===== src/rtl/tau_route_pkg.sv =====
// Shared types and helpers for the operand route unit: selector
// classification and one-hot write-enable generation.
package tau_route_pkg;

  // Upper bound on the register count that onehot() can encode.
  localparam int MAX_REGS = 256;

  typedef enum logic [1:0] {
    SEL_REG     = 2'd0,
    SEL_IMM     = 2'd1,
    SEL_ILLEGAL = 2'd2
  } sel_kind_e;

  // Classify a selector: below num_regs is a register, exactly num_regs is
  // the immediate, anything above is illegal. Unsigned compare.
  function automatic sel_kind_e sel_kind(input logic [31:0] sel,
                                         input logic [31:0] num_regs);
    sel_kind_e kind;
    if (sel < num_regs) begin
      kind = SEL_REG;
    end else if (sel == num_regs) begin
      kind = SEL_IMM;
    end else begin
      kind = SEL_ILLEGAL;
    end
    return kind;
  endfunction

  // One-hot vector with bit idx set; all zero when idx is out of range.
  function automatic logic [MAX_REGS-1:0] onehot(input logic [31:0] idx,
                                                 input logic [31:0] num_regs);
    logic [MAX_REGS-1:0] vec;
    vec = '0;
    if (idx < num_regs) begin
      vec = MAX_REGS'(1) << idx;
    end
    return vec;
  endfunction

endpackage


===== src/rtl/operand_skid_buffer.sv =====
// Two-entry valid/ready register slice. The main register drives the
// output; the skid register absorbs one beat while the consumer stalls.
// in_ready is taken straight from a flop so the upstream never sees a
// combinational path from out_ready.
module operand_skid_buffer #(
  parameter int DATA_W = 17
) (
  input  logic              clk,
  input  logic              rst_n,
  input  logic              in_valid,
  output logic              in_ready,
  input  logic [DATA_W-1:0] in_data,
  output logic              out_valid,
  input  logic              out_ready,
  output logic [DATA_W-1:0] out_data
);

  logic              main_valid_q, main_valid_d;
  logic [DATA_W-1:0] main_data_q,  main_data_d;
  logic              skid_valid_q, skid_valid_d;
  logic [DATA_W-1:0] skid_data_q,  skid_data_d;
  logic              accept;
  logic              consume;

  assign in_ready  = !skid_valid_q;
  assign out_valid = main_valid_q;
  assign out_data  = main_data_q;

  // Next-state: refill main from skid first, otherwise from the input.
  always_comb begin
    main_valid_d = main_valid_q;
    main_data_d  = main_data_q;
    skid_valid_d = skid_valid_q;
    skid_data_d  = skid_data_q;
    accept       = in_valid && !skid_valid_q;
    consume      = main_valid_q && out_ready;
    if (consume) begin
      if (skid_valid_q) begin
        // in_ready is low here, so no new beat can arrive this cycle.
        main_data_d  = skid_data_q;
        skid_valid_d = 1'b0;
      end else if (accept) begin
        main_data_d = in_data;
      end else begin
        main_valid_d = 1'b0;
      end
    end else if (accept) begin
      if (!main_valid_q) begin
        main_valid_d = 1'b1;
        main_data_d  = in_data;
      end else begin
        skid_valid_d = 1'b1;
        skid_data_d  = in_data;
      end
    end
  end

  // State registers; reset empties both entries.
  always_ff @(posedge clk or negedge rst_n) begin
    if (!rst_n) begin
      main_valid_q <= 1'b0;
      main_data_q  <= '0;
      skid_valid_q <= 1'b0;
      skid_data_q  <= '0;
    end else begin
      main_valid_q <= main_valid_d;
      main_data_q  <= main_data_d;
      skid_valid_q <= skid_valid_d;
      skid_data_q  <= skid_data_d;
    end
  end

endmodule


===== src/rtl/operand_route_unit.sv =====
// Operand routing between register file and ALU: selects side-A/side-B
// operands (register, immediate or zero) with same-cycle writeback bypass,
// buffers them through a 2-entry skid slice, and registers the writeback
// demux into one-hot write enables.
module operand_route_unit
  import tau_route_pkg::*;
#(
  parameter  int WORD_SIZE = 8,
  parameter  int NUM_REGS  = 8,
  localparam int SEL_W     = $clog2(NUM_REGS) + 1
) (
  input  logic                          clk,
  input  logic                          rst_n,
  input  logic [NUM_REGS*WORD_SIZE-1:0] regs_flat,
  input  logic [WORD_SIZE-1:0]          imm,
  input  logic                          in_valid,
  output logic                          in_ready,
  input  logic [SEL_W-1:0]              sel_a,
  input  logic [SEL_W-1:0]              sel_b,
  output logic                          out_valid,
  input  logic                          out_ready,
  output logic [WORD_SIZE-1:0]          op_a,
  output logic [WORD_SIZE-1:0]          op_b,
  output logic                          sel_err,
  input  logic                          wb_valid,
  input  logic [SEL_W-1:0]              wb_sel,
  input  logic [WORD_SIZE-1:0]          wb_data,
  output logic [NUM_REGS-1:0]           wb_we,
  output logic [WORD_SIZE-1:0]          wb_data_q,
  output logic                          wb_err
);

  localparam int          IDX_W      = $clog2(NUM_REGS);
  localparam int          BEAT_W     = 2 * WORD_SIZE + 1;
  localparam logic [31:0] NUM_REGS_U = 32'(NUM_REGS);

  logic [WORD_SIZE-1:0] regs_arr [NUM_REGS];
  sel_kind_e            wb_kind;
  logic                 wb_hit;
  logic [WORD_SIZE:0]   res_a, res_b;
  logic [WORD_SIZE-1:0] op_a_d, op_b_d;
  logic                 sel_err_d;
  logic [BEAT_W-1:0]    beat_out;
  logic [NUM_REGS-1:0]  wb_we_q, wb_we_d;
  logic [WORD_SIZE-1:0] wb_data_d;
  logic                 wb_err_q, wb_err_d;

  // Unpack the flat register bus so selectors can index it directly.
  generate
    for (genvar gi = 0; gi < NUM_REGS; gi++) begin : g_unpack
      assign regs_arr[gi] = regs_flat[gi*WORD_SIZE +: WORD_SIZE];
    end
  endgenerate

  assign wb_kind = sel_kind(32'(wb_sel), NUM_REGS_U);
  assign wb_hit  = wb_valid && (wb_kind == SEL_REG);

  // Returns {illegal, value} for one selector; a register hit by the
  // writeback in the same cycle takes the writeback data instead.
  function automatic logic [WORD_SIZE:0] resolve(
    input logic [SEL_W-1:0]     s,
    input logic [WORD_SIZE-1:0] reg_val,
    input logic [WORD_SIZE-1:0] imm_val,
    input logic                 byp,
    input logic [WORD_SIZE-1:0] byp_val
  );
    logic [WORD_SIZE:0] r;
    r = '0;
    case (sel_kind(32'(s), NUM_REGS_U))
      SEL_REG: r = {1'b0, (byp ? byp_val : reg_val)};
      SEL_IMM: r = {1'b0, imm_val};
      default: r = {1'b1, {WORD_SIZE{1'b0}}};
    endcase
    return r;
  endfunction

  // Operand selection and bypass for both sides of the incoming beat.
  always_comb begin
    res_a     = resolve(sel_a, regs_arr[sel_a[IDX_W-1:0]], imm,
                        wb_hit && (wb_sel == sel_a), wb_data);
    res_b     = resolve(sel_b, regs_arr[sel_b[IDX_W-1:0]], imm,
                        wb_hit && (wb_sel == sel_b), wb_data);
    op_a_d    = res_a[WORD_SIZE-1:0];
    op_b_d    = res_b[WORD_SIZE-1:0];
    sel_err_d = res_a[WORD_SIZE] | res_b[WORD_SIZE];
  end

  operand_skid_buffer #(
    .DATA_W (BEAT_W)
  ) u_skid (
    .clk       (clk),
    .rst_n     (rst_n),
    .in_valid  (in_valid),
    .in_ready  (in_ready),
    .in_data   ({sel_err_d, op_b_d, op_a_d}),
    .out_valid (out_valid),
    .out_ready (out_ready),
    .out_data  (beat_out)
  );

  assign op_a    = beat_out[WORD_SIZE-1:0];
  assign op_b    = beat_out[2*WORD_SIZE-1:WORD_SIZE];
  assign sel_err = beat_out[BEAT_W-1];

  // Writeback demux: one-hot enable for legal targets, error otherwise.
  always_comb begin
    wb_we_d   = '0;
    wb_data_d = wb_data_q;
    wb_err_d  = wb_valid && (wb_kind != SEL_REG);
    if (wb_hit) begin
      wb_we_d   = NUM_REGS'(onehot(32'(wb_sel), NUM_REGS_U));
      wb_data_d = wb_data;
    end
  end

  // Writeback registers.
  always_ff @(posedge clk or negedge rst_n) begin
    if (!rst_n) begin
      wb_we_q   <= '0;
      wb_data_q <= '0;
      wb_err_q  <= 1'b0;
    end else begin
      wb_we_q   <= wb_we_d;
      wb_data_q <= wb_data_d;
      wb_err_q  <= wb_err_d;
    end
  end

  assign wb_we  = wb_we_q;
  assign wb_err = wb_err_q;

endmodule


===== config.mk =====
export PLATFORM = sky130hd
export DESIGN_NAME = operand_route_unit
export DESIGN_NICKNAME = d
export VERILOG_FILES = /design/src/rtl/tau_route_pkg.sv /design/src/rtl/operand_skid_buffer.sv /design/src/rtl/operand_route_unit.sv
export SDC_FILE = /design/constraint.sdc
export NUM_CORES = 1
export LEC_CHECK = 0
export BUFFER_PORTS_ARGS = -buffer_cell sky130_fd_sc_hd__clkbuf_2
export CORE_MARGIN = 1.5
export CORE_UTILIZATION = 46
export CTS_BUF_LIST = sky130_fd_sc_hd__clkbuf_4 sky130_fd_sc_hd__clkbuf_8 sky130_fd_sc_hd__clkbuf_16
export CTS_CLUSTER_DIAMETER = 60
export CTS_CLUSTER_SIZE = 8
export DETAILED_ROUTE_END_ITERATION = 10
export GPL_TIMING_DRIVEN = 1
export PLACE_DENSITY_LB_ADDON = 0.1
export SLEW_MARGIN = 10
export SYNTH_ARGS = -nofsm -noshare
export SYNTH_HDL_FRONTEND = slang
export SYNTH_SLANG_ARGS = --single-unit

===== constraint.sdc =====
create_clock -name clk -period 1.6 [get_ports clk]
set_input_delay 0.08 -clock clk [delete_from_list [all_inputs] [get_ports clk]]
set_output_delay 0.08 -clock clk [all_outputs]
set_load 0.02 [all_outputs]

# ---- Word-level counts from Yosys, hierarchy flattened
# Index checks and enable logic that the tools add are counted.
dict set report totals {
  register_bits 53
  in_bits 97
  out_inout_bits 36
}
dict set report classes {
  n_lt_le_gt_ge 5
  n_eq_ne 10
  shifts 1
  muxes 30
  n_bitwise 4
  reduce_logical 18
}
# operator n
set op_table {}
lappend op_table {{$mux 17} 5}
lappend op_table {{$mux 8} 8}
lappend op_table {{$bmux 8 s3} 2}
lappend op_table {{$pmux 9 s2} 2}
lappend op_table {{$eq 4x4->1 const B} 3}
lappend op_table {{$lt 4x4->1 const B} 3}
lappend op_table {{$mux 2} 6}
lappend op_table {{$reduce_and 3->1} 3}
lappend op_table {{$eq 4x4->1} 2}
lappend op_table {{$ge 4x4->1 const B} 2}
lappend op_table {{$not 3->4} 2}
lappend op_table {{$reduce_bool 2->1} 4}
lappend op_table {{$shl 1x4->8 const A} 1}
lappend op_table {{$mux 1} 7}
lappend op_table {{$logic_and 1x1->1} 6}
lappend op_table {{$logic_not 2->1} 3}
lappend op_table {{$ne 2x2->1 const B} 3}
lappend op_table {{$eq 2x1->1 const B} 2}
lappend op_table {{$reduce_and 2->1} 1}
lappend op_table {{$logic_not 1->1} 1}
lappend op_table {{$not 1->1} 1}
lappend op_table {{$or 1x1->1} 1}

# ---- Longest topological paths before layout
# Gate-level depths: netlist (run 1).
dict set report depth {
  ltp_word 12
  depth_mapped 7
}

# ---- By module
# From an unflattened synthesis (run 1), not the netlist that was laid out.
dict set report unflattened {
  cells_unflattened 266
  hier_area_um2 3777.4
}
# mod instances cells_per_inst area_per_inst_um2 seq_area_each_um2
set modules_own_cells {}
lappend modules_own_cells {operand_route_unit 1 162 2084.5 425.4}
lappend modules_own_cells {operand_skid_buffer 1 104 1692.9 900.9}

# ---- Least setup slack after synthesis (run 1)
# Ideal clock, no wire load.
dict set report synth_path {
  kind {register -> register}
  startpoint {reg u_skid.main_valid_q, in the netlist u_skid.out_valid}
  endpoint {reg u_skid.main_data_q[16], in the netlist u_skid.out_data[16]}
  setup_time_ps 125
  arrival_time_ps 1546
  path_slack_ps -71
  stages_incl_launch_ff 6
  period_less_slack_ps 1671
  path_cell_list {dfrtp_1 > buf_2 > nor2b_1 > a21oi_1 > clkbuf_1 > mux2_2}
}
dict set report synth_between {
  elab_chain_len 3
  word_cells_on_any_way 5
}
# item line_no
set synth_rtl {}
lappend synth_rtl {{from (decl)} operand_skid_buffer.sv:18} ;# logic main_valid_q, main_valid_d;
lappend synth_rtl {{from (signal assigned)} operand_skid_buffer.sv:66} ;# main_valid_q <= main_valid_d;
lappend synth_rtl {{$logic_and 1x1->1} operand_skid_buffer.sv:36} ;# consume = main_valid_q && out_ready;
lappend synth_rtl {{$ne 2x2->1 (no line) or $reduce_bool 2->1 (tied branches)} --}
lappend synth_rtl {{$reduce_and 3->1 (no line)} --}
lappend synth_rtl {{to (signal assigned)} operand_skid_buffer.sv:67} ;# main_data_q <= main_data_d;
lappend synth_rtl {{to (decl)} operand_skid_buffer.sv:19} ;# logic [DATA_W-1:0] main_data_q, main_data_d;
# Several ways; a longest one is shown, not always the timed one.
# A chain may end at the register's enable or synchronous reset.

# ---- Worst setup path after layout (run 1)
dict set report layout_path {
  startpoint {reg u_skid.skid_valid_q}
  endpoint {reg u_skid.main_data_q[16], in the netlist u_skid.out_data[16]}
}
dict set report layout_between {
  elab_chain_len 4
  word_cells_on_any_way 7
}
# item line_no
set layout_rtl {}
lappend layout_rtl {{from (decl)} operand_skid_buffer.sv:20} ;# logic skid_valid_q, skid_valid_d;
lappend layout_rtl {{from (signal assigned)} operand_skid_buffer.sv:68} ;# skid_valid_q <= skid_valid_d;
lappend layout_rtl {{$logic_not 1->1} operand_skid_buffer.sv:35} ;# accept = in_valid && !skid_valid_q;
lappend layout_rtl {{$logic_and 1x1->1} operand_skid_buffer.sv:35}
lappend layout_rtl {{$reduce_bool 2->1 (no line)} --}
lappend layout_rtl {{$reduce_and 3->1 (no line)} --}
# Several ways; a longest one is shown, not always the timed one.

==> out/metrics.yaml, run 1 <==
synthesis.area_um2: 3910
skew_ps: 12.1
cts_sinks: 53
port_buffers: 132
fmax_ghz: 0.650
syn-num-nets: 506
yosysMostFrequentCell: "dfrtp_1"
ys_top_cells_by_area: "dfrtp_1 34%, mux2_2 9.5%, mux2i_1 6.7%, mux4_2 5.2%, o21ai_0 5.0%"
clk_path_buf_depth: 2
final-setup-viol-count: 0
synth_cells: 409
num_vias: 3820
post_drt_via_cell_ratio: 5.70
num_rows: 33
ys_ff_latch: 53
grt_pass1_vias: 3641
antenna_found_initial: 0
cp-end-kind: "register"
synth_edf_count: 0
synth-seq-area-share_pct: 33.9
finalNetCount: 662
worstSetupStartpointType: "register"
worstMarginPinSlew_ps: 511
initial_core_util_pct: 47.6
gp_congestion: 0.863
clk_pin_slew_ps: 100
die_x_um: 95.2
cts_tree: "yes"
cts.htree.levels: 2
outcome: "finished, final reports clean"
yosysTopAreaCell: "dfrtp_1"
arrival_ps: 1740
yosys-top-cells-count: "53 x dfrtp_1, 50 x nand2_1, 39 x o21ai_0, 33 x mux2_2, 26 x mux2i_1"
synth_cell_type_count: 39
grt_max_degree: 38
avgSynthCellArea_um2: 9.56
core-area_um2: 8220
grt_pass1_wl_um: 18400
hold_viol: 0
grtUsageTotal_pct: 26.1
nFillCells: 727
hold_path.class: "primary input to register"
fin_crit_sh_pct: 96.2
fin_crit_ps: 1540
drtIter0Drc: 157
numCtsBuffers: 5
maxSlewViolCount: 0
overflow: 0
dpl.hpwl_um: 9380
drive_above_1_share_pct: 43.9
clkLatencyLatePin_ps: 310
firstDrtPassIters: 4
timing.critical_path.buf_inv: 2
cpLargestDelayFamily: "flip-flops"
die_area_um2: 9060
power.total_mw: 5.72
crit_type: "register to register"
maxSlewHeadroom_pct: 65.9
total_leakage_power_nw: 2.41
setup_tns_ps: 0
crit_chain: "nand2b_1, a21oi_2, buf_4, buf_4, mux2_2"
drc: 0
yosys_warnings: 0
cp_common_cell: "buf_4"
ios: 133
chipHeight_um: 95.2
crit_path_top_delay_cell: "dfrtp_2"
area_delta_synth_final_pct: 29.7
root_buffer: "clkbuf_8"
cp.required_ps: 1800
synthFlopType: "dfrtp_1"
ir_worst_vdd_uv: 412
antennaDiodeCount: 0
cpPeakStageDelay_ps: 460
synth_top_area_share_pct: 33.9
powerDensity_nw_per_um2: 1130
final_antenna_net_count: 0
wl_per_cell_um: 17.5
cp_max_fo: 7
finalWirelength_um: 11700
async_flop_share_pct: 100
maxCapViolCount: 0
## kinds of logic (layout without fill, tap and decap cells)
kind of cell	after synthesis	count (layout)	share of synthesized area (%)
mux	69	69	22.0
buf+inv	44	200	6.47
xor+xnor	6	6	1.34
simple gates	106	106	14.5
compound gates	131	131	21.7
flops	53	53	33.9
## layout make-up
class	count	area, µm²	share of cell area (%)
multi-input combinational	312	2350	46.4
sequential	53	1330	26.2
timing repair buffer	183	1110	21.9
tap	105	131	2.59
clock buffer	5	68.8	1.36
clock inverter	2	38.8	0.765
inverter	10	37.5	0.740
## repair_timing
item,CTS,global route
setup endpoints to repair,0,12
endpoints found under the hold margin,16,0
gates resized for setup,0,9
setup buffers,0,0
hold buffers,1,0
## sequential cells by signal, indices dropped and copies added, names as in the netlist
register	flops
u_skid.out_data	17
u_skid.skid_data_q	17
wb_data_q	8
wb_we	8
u_skid.out_valid	1
u_skid.skid_valid_q	1
wb_err	1
## where the power goes
| part | total, mW | leakage, nW | switching [mW] | internal, mW |
|---|---|---|---|---|
| logic | 2.70 | 1.69 | 1.51 | 1.19 |
| registers | 2.10 | 0.664 | 0.312 | 1.79 |
| clock network | 0.920 | 0.0546 | 0.456 | 0.464 |
| total | 5.72 | 2.41 | 2.27 | 3.44 |
## layout by cell type (no fill, tap or decap), drive strengths merged
master,Yosys,final
a211oi,1,1
xor2,6,6
bufinv,0,1
buf,22,50
o221ai,3,3
mux2i,26,26
nand2b,6,6
and2,2,2
nand2,50,50
nor4b,2,2
mux4,10,10
and3,1,1
dlygate4sd3,0,1
o21ai,49,49
mux2,33,33
nor4,4,4
nor3,9,9
o31a,1,1
o32a,1,1
nand3b,8,8
a21o,10,10
o22ai,24,24
clkbuf,12,137
inv,10,11
a221oi,10,10
a22o,12,12
nor2b,4,4
nor2,15,15
nand3,5,5
dfrtp,53,53
a21oi,14,14
a22oi,6,6
## routing by layer
| metal | vias to the layer above | GRT usage [%] | routed length [µm] |
|---|---|---|---|
| li1 | 1839 | - | - |
| met5 | - | 0 | 0 |
| met2 | 138 | 43.4 | 5590 |
| met1 | 1829 | 35.3 | 5290 |
| met3 | 14 | 4.15 | 664 |
| met4 | 0 | 6.72 | 162 |
## final timing paths
kind                                   startpoint                endpoint  slack (ps)  cells after the start
min reg2reg                u_skid.skid_data_q[15]  u_skid.skid_data_q[15]         490                      2
max in group asynchronous                   rst_n   u_skid.skid_data_q[3]         770                      3
max reg2reg                   u_skid.skid_valid_q     u_skid.out_data[16]          60                      5
min in group asynchronous                   rst_n      u_skid.out_data[8]         260                      2
max                           u_skid.skid_valid_q     u_skid.out_data[16]          60                      5
min                                      wb_valid                  wb_err          30                      2
## stage by stage
stage	instances	hold WS, ps	area (µm²)	util [%]	worst slack [ps]
CTS	670	25.4	5040	61.4	19.7
finish	670	26.0	5070	61.7	61.5
global route	670	38.2	5070	61.7	-1.14
global placement	662	52.0	4920	59.9	-20.3
detailed placement	662	57.8	4920	59.9	-77.5
floorplan	409	-216	3910	-	6.79
## worst reg2reg max path: stages (launching register included)
cell      delay [ps]
dfrtp_2          460
nand2b_1         190
a21oi_2          170
buf_4            140
buf_4            140
mux2_2           330
No activity file was read; power rests on OpenSTA's default activity.
==> run 2, diff against run 1 <==
Settings changed: CORE_UTILIZATION 46 to 30, CTS_BUF_LIST sky130_fd_sc_hd__clkbuf_4 sky130_fd_sc_hd__clkbuf_8 sky130_fd_sc_hd__clkbuf_16 to sky130_fd_sc_hd__clkbuf_16.
==> run 2 against run 1 <==
  * Clock skew fell by 8.3 ps
  * Largest cell class unchanged
  * Critical path type unchanged
  * Final cell count rose by 11%
  * First-iteration DRC count rose by 11%
==> out/metrics.yaml, run 2 (synthesized netlist as in run 1, its figures left out) <==
clkLatencyLatePin_ps: 290
post_drt_via_cell_ratio: 5.11
core-area_um2: 12700
numCtsBuffers: 5
outcome: "finished, final reports clean"
root_buffer: "clkbuf_16"
initial_core_util_pct: 30.8
grt.busiest_layer: "met2"
nFillCells: 1333
wl_per_cell_um: 17.1
powerDensity_nw_per_um2: 1130
die_x_um: 117
total_leakage_power_nw: 2.44
dpl.hpwl_um: 10200
overflow: 0
gp_congestion: 0.800
finalWirelength_um: 12700
final_common_cell: "clkbuf_2"
worstSetupStartpointType: "register"
dp_cells: 734
design_area_um2: 5230
maxSlewViolCount: 0
cp_common_cell: "a21oi_1"
maxCapViolCount: 0
maxSlewHeadroom_pct: 67.5
final_antenna_net_count: 0
regArea_um2: 1330
grt_pass1_vias: 3551
ir_worst_vdd_uv: 485
multi_input_area_um2: 2330
fin_crit_sh_pct: 96.1
fin_crit_ps: 1540
mostFrequentLayoutCells: "132 x clkbuf_2, 53 x dfrtp_1, 50 x nand2_1, 47 x buf_4, 38 x o21ai_0"
cts_tree: "yes"
crit_path_top_delay_cell: "dfrtp_1"
antennaDiodeCount: 0
drc: 0
use_met1_pct: 27.6
chipHeight_um: 117
crit_type: "register to register"
rsz0062_at_grt: "true"
grtUsageMet2_pct: 28.8
cp_max_fo: 34
port_buffers: 132
die_area_um2: 13700
cp.required_ps: 1780
grtUsageTotal_pct: 18.7
grt_pass1_wl_um: 19600
crit_chain: "nor2b_1, nand3_1, buf_12, a21oi_1, o31a_1, a21oi_1"
arrival_ps: 1710
drive_above_1_share_pct: 43.1
cts_sinks: 53
fin_cells: 743
area_delta_synth_final_pct: 33.7
place_area_um2: 5070
drtIter0Drc: 174
clk_pin_slew_ps: 70
cp-end-kind: "register"
hold_viol: 0
num_rows: 41
hold_path.class: "primary input to register"
num_vias: 3794
skew_ps: 3.86
antenna_found_initial: 0
final-setup-viol-count: 0
clk_path_buf_depth: 2
whs_ps: 18.6
grt_use_met3_pct: 3.40
firstDrtPassIters: 4
grt_max_degree: 54
cts.htree.levels: 2
fmax_ghz: 0.651
finalNetCount: 667
ios: 133
worstMarginPinSlew_ps: 486
cpPeakStageDelay_ps: 440
==> run 2: cell types whose count changed in the layout (fill, tap and decap cells not counted), sizes merged <==
cell | before | now
inv | 11 | 10
clkinv | 0 | 3
bufinv | 1 | 0
buf | 50 | 55
==> run 2: power by group <==
part	internal, mW	leakage (nW)	switching (mW)
Clock	0.568	0.0687	0.487
Sequential	1.79	0.665	0.332
Combinational	1.19	1.71	1.52
==> run 2: cell type report <==
| type | instances | area share, % |
|---|---|---|
| Clock inverter | 3 | 0.239 |
| Inverter | 10 | 0.718 |
| Clock buffer | 5 | 2.39 |
| Multi-Input combinational cell | 312 | 44.7 |
| Tap cell | 172 | 4.12 |
| Sequential cell | 53 | 25.4 |
| Timing Repair Buffer | 188 | 22.5 |
==> run 2: worst max-delay path, delay by kind of cell (launching register included) <==
| kind | cells | cell delay (ps) |
|---|---|---|
| flops | 1 | 440 |
| buf+inv | 1 | 200 |
| compound gates | 3 | 320 |
| simple gates | 2 | 460 |
==> run 2: through the flow <==
step | power (mW) | setup slack [ps] | setup TNS, ps | utilization [%]
2_1_floorplan | 3.73 | 6.79 | 0 | -
3_3_place_gp | 4.81 | -224 | -1050 | 40.0
3_5_place_dp | 4.85 | -215 | -1260 | 40.0
4_1_cts | 5.91 | 9.70 | 0 | 41.2
5_1_grt | 6.30 | -52.4 | -267 | 41.2
6_report | 5.88 | 63.1 | 0 | 41.2
==> run 2: worst paths after layout <==
check	start	end	slack, ps	cells after the start
worst max-delay path	u_skid.out_valid	u_skid.skid_data_q[7]	60	6
worst min-delay path	wb_sel[3]	wb_err	20	2
worst max register to register	u_skid.out_valid	u_skid.skid_data_q[7]	60	6
worst min register to register	u_skid.skid_data_q[15]	u_skid.skid_data_q[15]	490	2
max in group asynchronous	rst_n	u_skid.skid_data_q[6]	1020	3
min in group asynchronous	rst_n	u_skid.skid_data_q[15]	340	3
==> run 2: timing repair <==
item	CTS	global route
gates resized for setup	0	4
setup endpoints to repair	0	13
setup buffers	0	0
hold buffers	1	0
hold endpoints to repair	53	0
==> run 2: metal layers <==
metal	wire length (µm)	vias up
met4	79	0
met2	5830	113
met3	692	6
met5	0	-
li1	-	1848
met1	6130	1827
